**src/rtl/arbitro_memoria_if.sv**
```systemverilog
// Purpose: bundle between two memory requesters, the arbiter and a single-port memory.
// Latency: wires only, no storage in the bundle.
// Backpressure: a requester holds reqN and its operands until it samples ackN high.
interface arbitro_memoria_if #(
    parameter int BITS = 64
) ();
    // Requester 0
    logic            req0;
    logic            we0;
    logic [4:0]      addr0;
    logic [BITS-1:0] wdata0;
    logic            gnt0;
    logic            ack0;
    logic [BITS-1:0] rdata0;

    // Requester 1
    logic            req1;
    logic            we1;
    logic [4:0]      addr1;
    logic [BITS-1:0] wdata1;
    logic            gnt1;
    logic            ack1;
    logic [BITS-1:0] rdata1;

    // Memory port (combinational read data)
    logic [4:0]      mem_addr;
    logic            mem_We;
    logic [BITS-1:0] mem_din;
    logic [BITS-1:0] mem_dout;

    // Arbiter side: consumes requests and memory read data, drives grants and the memory port
    modport slave (
        input  req0, we0, addr0, wdata0,
        input  req1, we1, addr1, wdata1,
        input  mem_dout,
        output gnt0, ack0, rdata0,
        output gnt1, ack1, rdata1,
        output mem_addr, mem_We, mem_din
    );

    // Environment side: requesters plus the memory itself
    modport master (
        output req0, we0, addr0, wdata0,
        output req1, we1, addr1, wdata1,
        output mem_dout,
        input  gnt0, ack0, rdata0,
        input  gnt1, ack1, rdata1,
        input  mem_addr, mem_We, mem_din
    );
endinterface

```
**src/rtl/arbitro_memoria.sv**
```systemverilog
// Purpose: two-requester arbiter in front of a single-port memory; ARBITRO_RR_EN selects round-robin, else req0 has fixed priority.
// Latency: request sampled at edge E, memory access in the cycle after E, ackN in the cycle after E+1; one transaction per 3 cycles.
// Backpressure: requests are only sampled in IDLE; a held request simply waits through ACCESS/DONE and is never dropped.
module arbitro_memoria #(
    parameter int BITS  = 64,
    parameter int DEPTH = 32
) (
    input  logic             clk,
    input  logic             rst_n,
    arbitro_memoria_if.slave bus
);
    localparam int ADDR_W = 5;

    // The address field is a fixed 5 bits, so the memory cannot be deeper than 32 words.
    if (DEPTH < 1 || DEPTH > (1 << ADDR_W)) begin : g_depth_chk
        $error("arbitro_memoria: DEPTH must be within 1..32");
    end

    typedef enum logic [1:0] {
        ST_IDLE   = 2'd0,
        ST_ACCESS = 2'd1,
        ST_DONE   = 2'd2
    } state_t;

    state_t            state_q,  state_d;
    logic              owner_q,  owner_d;   // requester that owns the current transaction
    logic              we_q,     we_d;
    logic [ADDR_W-1:0] addr_q,   addr_d;
    logic [BITS-1:0]   wdata_q,  wdata_d;
    logic              gnt0_q,   gnt0_d;
    logic              gnt1_q,   gnt1_d;
    logic              ack0_q,   ack0_d;
    logic              ack1_q,   ack1_d;
    logic [BITS-1:0]   rdata0_q, rdata0_d;
    logic [BITS-1:0]   rdata1_q, rdata1_d;

    logic              any_req;
    logic              winner;              // 0 = requester 0, 1 = requester 1

`ifdef ARBITRO_RR_EN
    logic              last_q,   last_d;    // requester granted most recently
`endif

    assign any_req = bus.req0 | bus.req1;

`ifdef ARBITRO_RR_EN
    // Round-robin pick: a lone requester wins, on a tie the one not granted last wins
    always_comb begin
        winner = ~bus.req0;
        if (bus.req0 && bus.req1) begin
            winner = ~last_q;
        end
    end
`else
    // Fixed priority pick: requester 0 wins whenever it is requesting
    always_comb begin
        winner = ~bus.req0;
    end
`endif

    // Next-state, operand latching, grant/ack and read-data capture
    always_comb begin
        state_d  = state_q;
        owner_d  = owner_q;
        we_d     = we_q;
        addr_d   = addr_q;
        wdata_d  = wdata_q;
        gnt0_d   = gnt0_q;
        gnt1_d   = gnt1_q;
        ack0_d   = 1'b0;
        ack1_d   = 1'b0;
        rdata0_d = rdata0_q;
        rdata1_d = rdata1_q;
`ifdef ARBITRO_RR_EN
        last_d   = last_q;
`endif

        case (state_q)
            ST_IDLE: begin
                if (any_req) begin
                    // Operands are frozen here; later input changes cannot disturb the access.
                    state_d = ST_ACCESS;
                    owner_d = winner;
                    gnt0_d  = ~winner;
                    gnt1_d  = winner;
                    if (winner) begin
                        we_d    = bus.we1;
                        addr_d  = bus.addr1;
                        wdata_d = bus.wdata1;
                    end else begin
                        we_d    = bus.we0;
                        addr_d  = bus.addr0;
                        wdata_d = bus.wdata0;
                    end
`ifdef ARBITRO_RR_EN
                    last_d  = winner;
`endif
                end
            end

            ST_ACCESS: begin
                // Memory read data is combinational, so it is valid at the end of ACCESS.
                state_d = ST_DONE;
                ack0_d  = ~owner_q;
                ack1_d  = owner_q;
                if (!we_q) begin
                    if (owner_q) begin
                        rdata1_d = bus.mem_dout;
                    end else begin
                        rdata0_d = bus.mem_dout;
                    end
                end
            end

            ST_DONE: begin
                state_d = ST_IDLE;
                gnt0_d  = 1'b0;
                gnt1_d  = 1'b0;
            end

            default: begin
                state_d = ST_IDLE;
                gnt0_d  = 1'b0;
                gnt1_d  = 1'b0;
            end
        endcase
    end

    // State and output registers; reset aborts any transaction in flight
    always_ff @(posedge clk or negedge rst_n) begin
        if (!rst_n) begin
            state_q  <= ST_IDLE;
            owner_q  <= 1'b0;
            we_q     <= 1'b0;
            addr_q   <= '0;
            wdata_q  <= '0;
            gnt0_q   <= 1'b0;
            gnt1_q   <= 1'b0;
            ack0_q   <= 1'b0;
            ack1_q   <= 1'b0;
            rdata0_q <= '0;
            rdata1_q <= '0;
        end else begin
            state_q  <= state_d;
            owner_q  <= owner_d;
            we_q     <= we_d;
            addr_q   <= addr_d;
            wdata_q  <= wdata_d;
            gnt0_q   <= gnt0_d;
            gnt1_q   <= gnt1_d;
            ack0_q   <= ack0_d;
            ack1_q   <= ack1_d;
            rdata0_q <= rdata0_d;
            rdata1_q <= rdata1_d;
        end
    end

`ifdef ARBITRO_RR_EN
    // Last-grant pointer; starts at 1 so requester 0 wins the first tie after reset
    always_ff @(posedge clk or negedge rst_n) begin
        if (!rst_n) begin
            last_q <= 1'b1;
        end else begin
            last_q <= last_d;
        end
    end
`endif

    // Memory port is driven only during ACCESS; decoding from the state register lets
    // an asynchronous reset drop mem_We before the next edge.
    always_comb begin
        bus.mem_We   = 1'b0;
        bus.mem_addr = '0;
        bus.mem_din  = '0;
        if (state_q == ST_ACCESS) begin
            bus.mem_We   = we_q;
            bus.mem_addr = addr_q;
            bus.mem_din  = wdata_q;
        end
    end

    assign bus.gnt0   = gnt0_q;
    assign bus.gnt1   = gnt1_q;
    assign bus.ack0   = ack0_q;
    assign bus.ack1   = ack1_q;
    assign bus.rdata0 = rdata0_q;
    assign bus.rdata1 = rdata1_q;

endmodule

```
**src/flat_wrapper.sv**
```systemverilog
// flat-port wrapper written by rule: the top's interface ports become plain ports
module arbitro_memoria_flat 
#(
    parameter int BITS  = 64,
    parameter int DEPTH = 32
)
  (clk, rst_n, bus_req0, bus_we0, bus_addr0, bus_wdata0, bus_req1, bus_we1, bus_addr1, bus_wdata1, bus_mem_dout, bus_gnt0, bus_ack0, bus_rdata0, bus_gnt1, bus_ack1, bus_rdata1, bus_mem_addr, bus_mem_We, bus_mem_din);
  arbitro_memoria_if #(.BITS(BITS)) bus_i ();
  input  logic clk;
  input  logic rst_n;
  input wire logic [$bits(bus_i.req0)-1:0] bus_req0;
  input wire logic [$bits(bus_i.we0)-1:0] bus_we0;
  input wire logic [$bits(bus_i.addr0)-1:0] bus_addr0;
  input wire logic [$bits(bus_i.wdata0)-1:0] bus_wdata0;
  input wire logic [$bits(bus_i.req1)-1:0] bus_req1;
  input wire logic [$bits(bus_i.we1)-1:0] bus_we1;
  input wire logic [$bits(bus_i.addr1)-1:0] bus_addr1;
  input wire logic [$bits(bus_i.wdata1)-1:0] bus_wdata1;
  input wire logic [$bits(bus_i.mem_dout)-1:0] bus_mem_dout;
  output wire logic [$bits(bus_i.gnt0)-1:0] bus_gnt0;
  output wire logic [$bits(bus_i.ack0)-1:0] bus_ack0;
  output wire logic [$bits(bus_i.rdata0)-1:0] bus_rdata0;
  output wire logic [$bits(bus_i.gnt1)-1:0] bus_gnt1;
  output wire logic [$bits(bus_i.ack1)-1:0] bus_ack1;
  output wire logic [$bits(bus_i.rdata1)-1:0] bus_rdata1;
  output wire logic [$bits(bus_i.mem_addr)-1:0] bus_mem_addr;
  output wire logic [$bits(bus_i.mem_We)-1:0] bus_mem_We;
  output wire logic [$bits(bus_i.mem_din)-1:0] bus_mem_din;
  assign bus_i.req0 = bus_req0;
  assign bus_i.we0 = bus_we0;
  assign bus_i.addr0 = bus_addr0;
  assign bus_i.wdata0 = bus_wdata0;
  assign bus_i.req1 = bus_req1;
  assign bus_i.we1 = bus_we1;
  assign bus_i.addr1 = bus_addr1;
  assign bus_i.wdata1 = bus_wdata1;
  assign bus_i.mem_dout = bus_mem_dout;
  assign bus_gnt0 = bus_i.gnt0;
  assign bus_ack0 = bus_i.ack0;
  assign bus_rdata0 = bus_i.rdata0;
  assign bus_gnt1 = bus_i.gnt1;
  assign bus_ack1 = bus_i.ack1;
  assign bus_rdata1 = bus_i.rdata1;
  assign bus_mem_addr = bus_i.mem_addr;
  assign bus_mem_We = bus_i.mem_We;
  assign bus_mem_din = bus_i.mem_din;
  arbitro_memoria #(.BITS(BITS), .DEPTH(DEPTH)) u_core (.clk(clk), .rst_n(rst_n), .bus(bus_i));
endmodule
```
**config.mk**
```make
export PLATFORM = sky130hd
export DESIGN_NAME = arbitro_memoria_flat
export DESIGN_NICKNAME = d
export VERILOG_FILES = /design/src/rtl/arbitro_memoria_if.sv /design/src/rtl/arbitro_memoria.sv /design/src/flat_wrapper.sv
export SDC_FILE = /design/constraint.sdc
export NUM_CORES = 1
export LEC_CHECK = 0
export BUFFER_PORTS_ARGS = -buffer_cell sky130_fd_sc_hd__buf_2
export CAP_MARGIN = 20
export CORE_AREA = 4 4 156 158
export DETAILED_ROUTE_END_ITERATION = 12
export DIE_AREA = 0 0 160 162
export PLACE_DENSITY = 0.75
export SYNTH_ARGS = -nofsm -noshare
export SYNTH_HDL_FRONTEND = slang
export SYNTH_SLANG_ARGS = --single-unit
```
**constraint.sdc**
```tcl
create_clock -name clk -period 2.4 [get_ports clk]
set_clock_uncertainty 0.1 [all_clocks]
set_input_delay 0.24 -clock clk [delete_from_list [all_inputs] [get_ports clk]]
set_output_delay 0.24 -clock clk [all_outputs]
set_load 0.05 [all_outputs]
```
==> metrics.yaml <==
final_layout:
  drive_gt1_share_pct: 60.8
  layout_commonest_cell: "buf_2"
  layout.nets: 1359
  final_cell_mix: "buf_2 (404), mux2_2 (252), dfrtp_1 (205)"
  postLayoutCellArea_mm2: 0.0135
  fillers: 1791
  syn_to_final_growth_pct: 50.8
clock_network:
  clock_latency_ps: 490
  numCtsBuffers: 21
  cts_max_level: 1
  cts_tree: "built"
  cts_root_buffer: "clkbuf_16"
  clock-sinks: 205
  path_clk_slew_ps: 60
  clockBufferDepth: 3
  post-cts-setup-buffers: 0
worst_hold_path:
  hold_class: "primary input to flip-flop"
sta:
  fin_crit_sh_pct: 95.6
  slew_violations: 0
  slew_headroom_pct: 70.6
  setup_violations: 0
  rsz0062_at_grt: "false"
  hold_violations: 0
  tightest_slew_ps: 441
  min_period_ps: 2290
  fmax_ghz: 0.436
  timing.setup.tns_ps: 0
synthesis:
  yosys_warnings: 0
  synth_seq_cells: 205
  synth_cell_types: 18
  synth_cells: 593
  syn_nets: 801
  syn-cell-area_mm2: 0.00893
  ys_seq_area_share_pct: 57.4
  syn_area_per_cell_um2: 15.1
grt:
  gr-total-overflow: 0
  antenna_found_initial: 1
  grt_use_total_pct: 19.7
  grt_pass1_vias: 7812
  grt_max_degree: 71
  grt_pass1_wl_mm: 41.4
pwr:
  p_clk_share_pct: 14.9
  internal_power_w: 0.0106
  p_comb_share_pct: 55.5
  leakage_nw: 6.48
  p_sw_w: 0.0103
  p_seq_share_pct: 29.6
  peakVddDrop_mv: 1.22
  powerDensity_mw_per_mm2: 1550
  sw_frac_of_total_pct: 49.2
floorplanning:
  die_w_um: 160
  start_util_pct: 38.6
  core_area_mm2: 0.0231
  dieArea_mm2: 0.0259
  chipHeight_um: 162
  rows: 56
  pin_count: 410
worst_setup_path:
  cp_top_family: "buffers and inverters"
  path_class: "flip-flop to output pin"
  crit_fanout: 35
  crit_buf_inv: 3
  slowest_delay_ps: 450
  cpMaxStageDelayCell: "dfrtp_1"
  worstPathRequired_ps: 2060
  cp-end-kind: "output pin"
  cp-start-kind: "flip-flop"
  crit_arrival_ps: 1950
  path_cells: "nand2b_4 -> clkinvlp_4 -> clkbuf_16 -> and2_1 -> buf_2"
place:
  place_hpwl_mm: 17.6
  io_buffers: 409
  gp_congestion: 0.786
  place_area_mm2: 0.0113
run_status:
  status: "finished, final reports clean"
drt:
  antenna_left: 0
  first_pass_iters: 4
  drc: 0
  vias_per_cell: 4.77
  wl_mm: 26.6
  vias: 6931
  wl_per_cell_um: 18.3
  drt_iter0_drc: 276
flow_run:
  maxCapViolations: 0
[Yosys cell counts (all sizes together)]
library cell / number / share of area, %
a211oi: 1 / 0.084
a21oi: 1 / 0.056
and2: 70 / 4.9
and2b: 1 / 0.084
buf: 21 / 1.9
clkbuf: 13 / 0.55
dfrtp: 205 / 57
inv: 3 / 0.13
mux2: 268 / 34
mux2i: 1 / 0.11
nand2b: 2 / 0.22
nor2: 4 / 0.17
nor3: 3 / 0.55
[power groups by stage]
stage / Clock (W) / Sequential (W) / Combinational (W)
floorplan: 0 / 0.00997 / 0.00473
global placement: 0 / 0.00610 / 0.0111
detailed placement: 0 / 0.00618 / 0.0113
CTS: 0.00319 / 0.00615 / 0.0115
global route: 0.00333 / 0.00640 / 0.0121
finish: 0.00311 / 0.00619 / 0.0116
[per-stage QoR]
stage / instances / util [%] / power [W] / hold WS, ps / setup slack, ps
floorplan: 593 / - / 0.0147 / -156 / 648
global placement: 1269 / 48.9 / 0.0172 / 137 / 552
detailed placement: 1269 / 48.9 / 0.0175 / 134 / 534
CTS: 1452 / 58.1 / 0.0209 / 0.552 / 49.9
global route: 1454 / 58.2 / 0.0219 / 9.77 / 12.0
finish: 1454 / 58.2 / 0.0209 / 18.7 / 106
[area by class of cell]
type                       instances  area [um^2]  share of cell area (%)
sequential                       205         5130                    38.1
clock inverter                     5         56.3                   0.418
inverter                           3         15.0                   0.111
timing repair buffer             569         3740                    27.8
tap                              290          363                    2.69
antenna                            1         2.50                  0.0186
clock buffer                      30          589                    4.38
multi-input combinational        351         3570                    26.5
[layer usage]
metal / vias to the layer above / global-route usage [%] / share of wire, % / wire (um)
met1: 3398 / 21.3 / 37 / 9730
met4: 0 / 6.37 / 2.8 / 740
met2: 292 / 36.5 / 52 / 13800
met3: 53 / 6.37 / 8.7 / 2320
li1: 3188 / - / - / -
met5: - / 0 / 0 / 0
[cells by family (layout without fill, tap and decap cells)]
logic type      after synthesis  after routing  share of synthesized area, %
compound gates                2              2                         0.140
buf+inv                      37            607                          2.59
flops                       205            205                          57.4
mux                         269            269                          33.9
other cells                   0              1                             0
simple gates                 80             80                          5.93
[worst register-to-register path, delay by kind of cell, from the launching register on]
kind          cells  cell delay, ps
mux               1             510
flops             1             440
simple gates      2             390
buf+inv           1             320
[flip-flops by register name, summed over array words and instances, names as in the netlist, 2 cells and up]
signal	flops
u_core.addr_q	5
u_core.bus.rdata0	64
u_core.bus.rdata1	64
u_core.state_q	2
u_core.wdata_q	64
[repair_timing]
action / CTS / global route
gates resized for setup: 2 / 3
pin swaps: 0 / 0
cloned: 0 / 1
hold buffers: 148 / 0
setup endpoints to repair: 2 / 41
hold endpoints to repair: 225 / 0
[final timing paths]
check / end / from / cells after the start / slack, ps
setup / recovery: bus_mem_din[25] / u_core.state_q[1] / 5 / 110
hold / removal: u_core.wdata_q[35] / bus_wdata0[35] / 3 / 20
setup reg to reg: u_core.bus.rdata0[0] / u_core.state_q[1] / 4 / 530
hold reg to reg: u_core.wdata_q[31] / u_core.wdata_q[31] / 1 / 380
max in group asynchronous: u_core.bus.rdata1[34] / rst_n / 3 / 1290
min in group asynchronous: u_core.bus.rdata0[52] / rst_n / 2 / 180
Power figures use the tool's default switching activity.
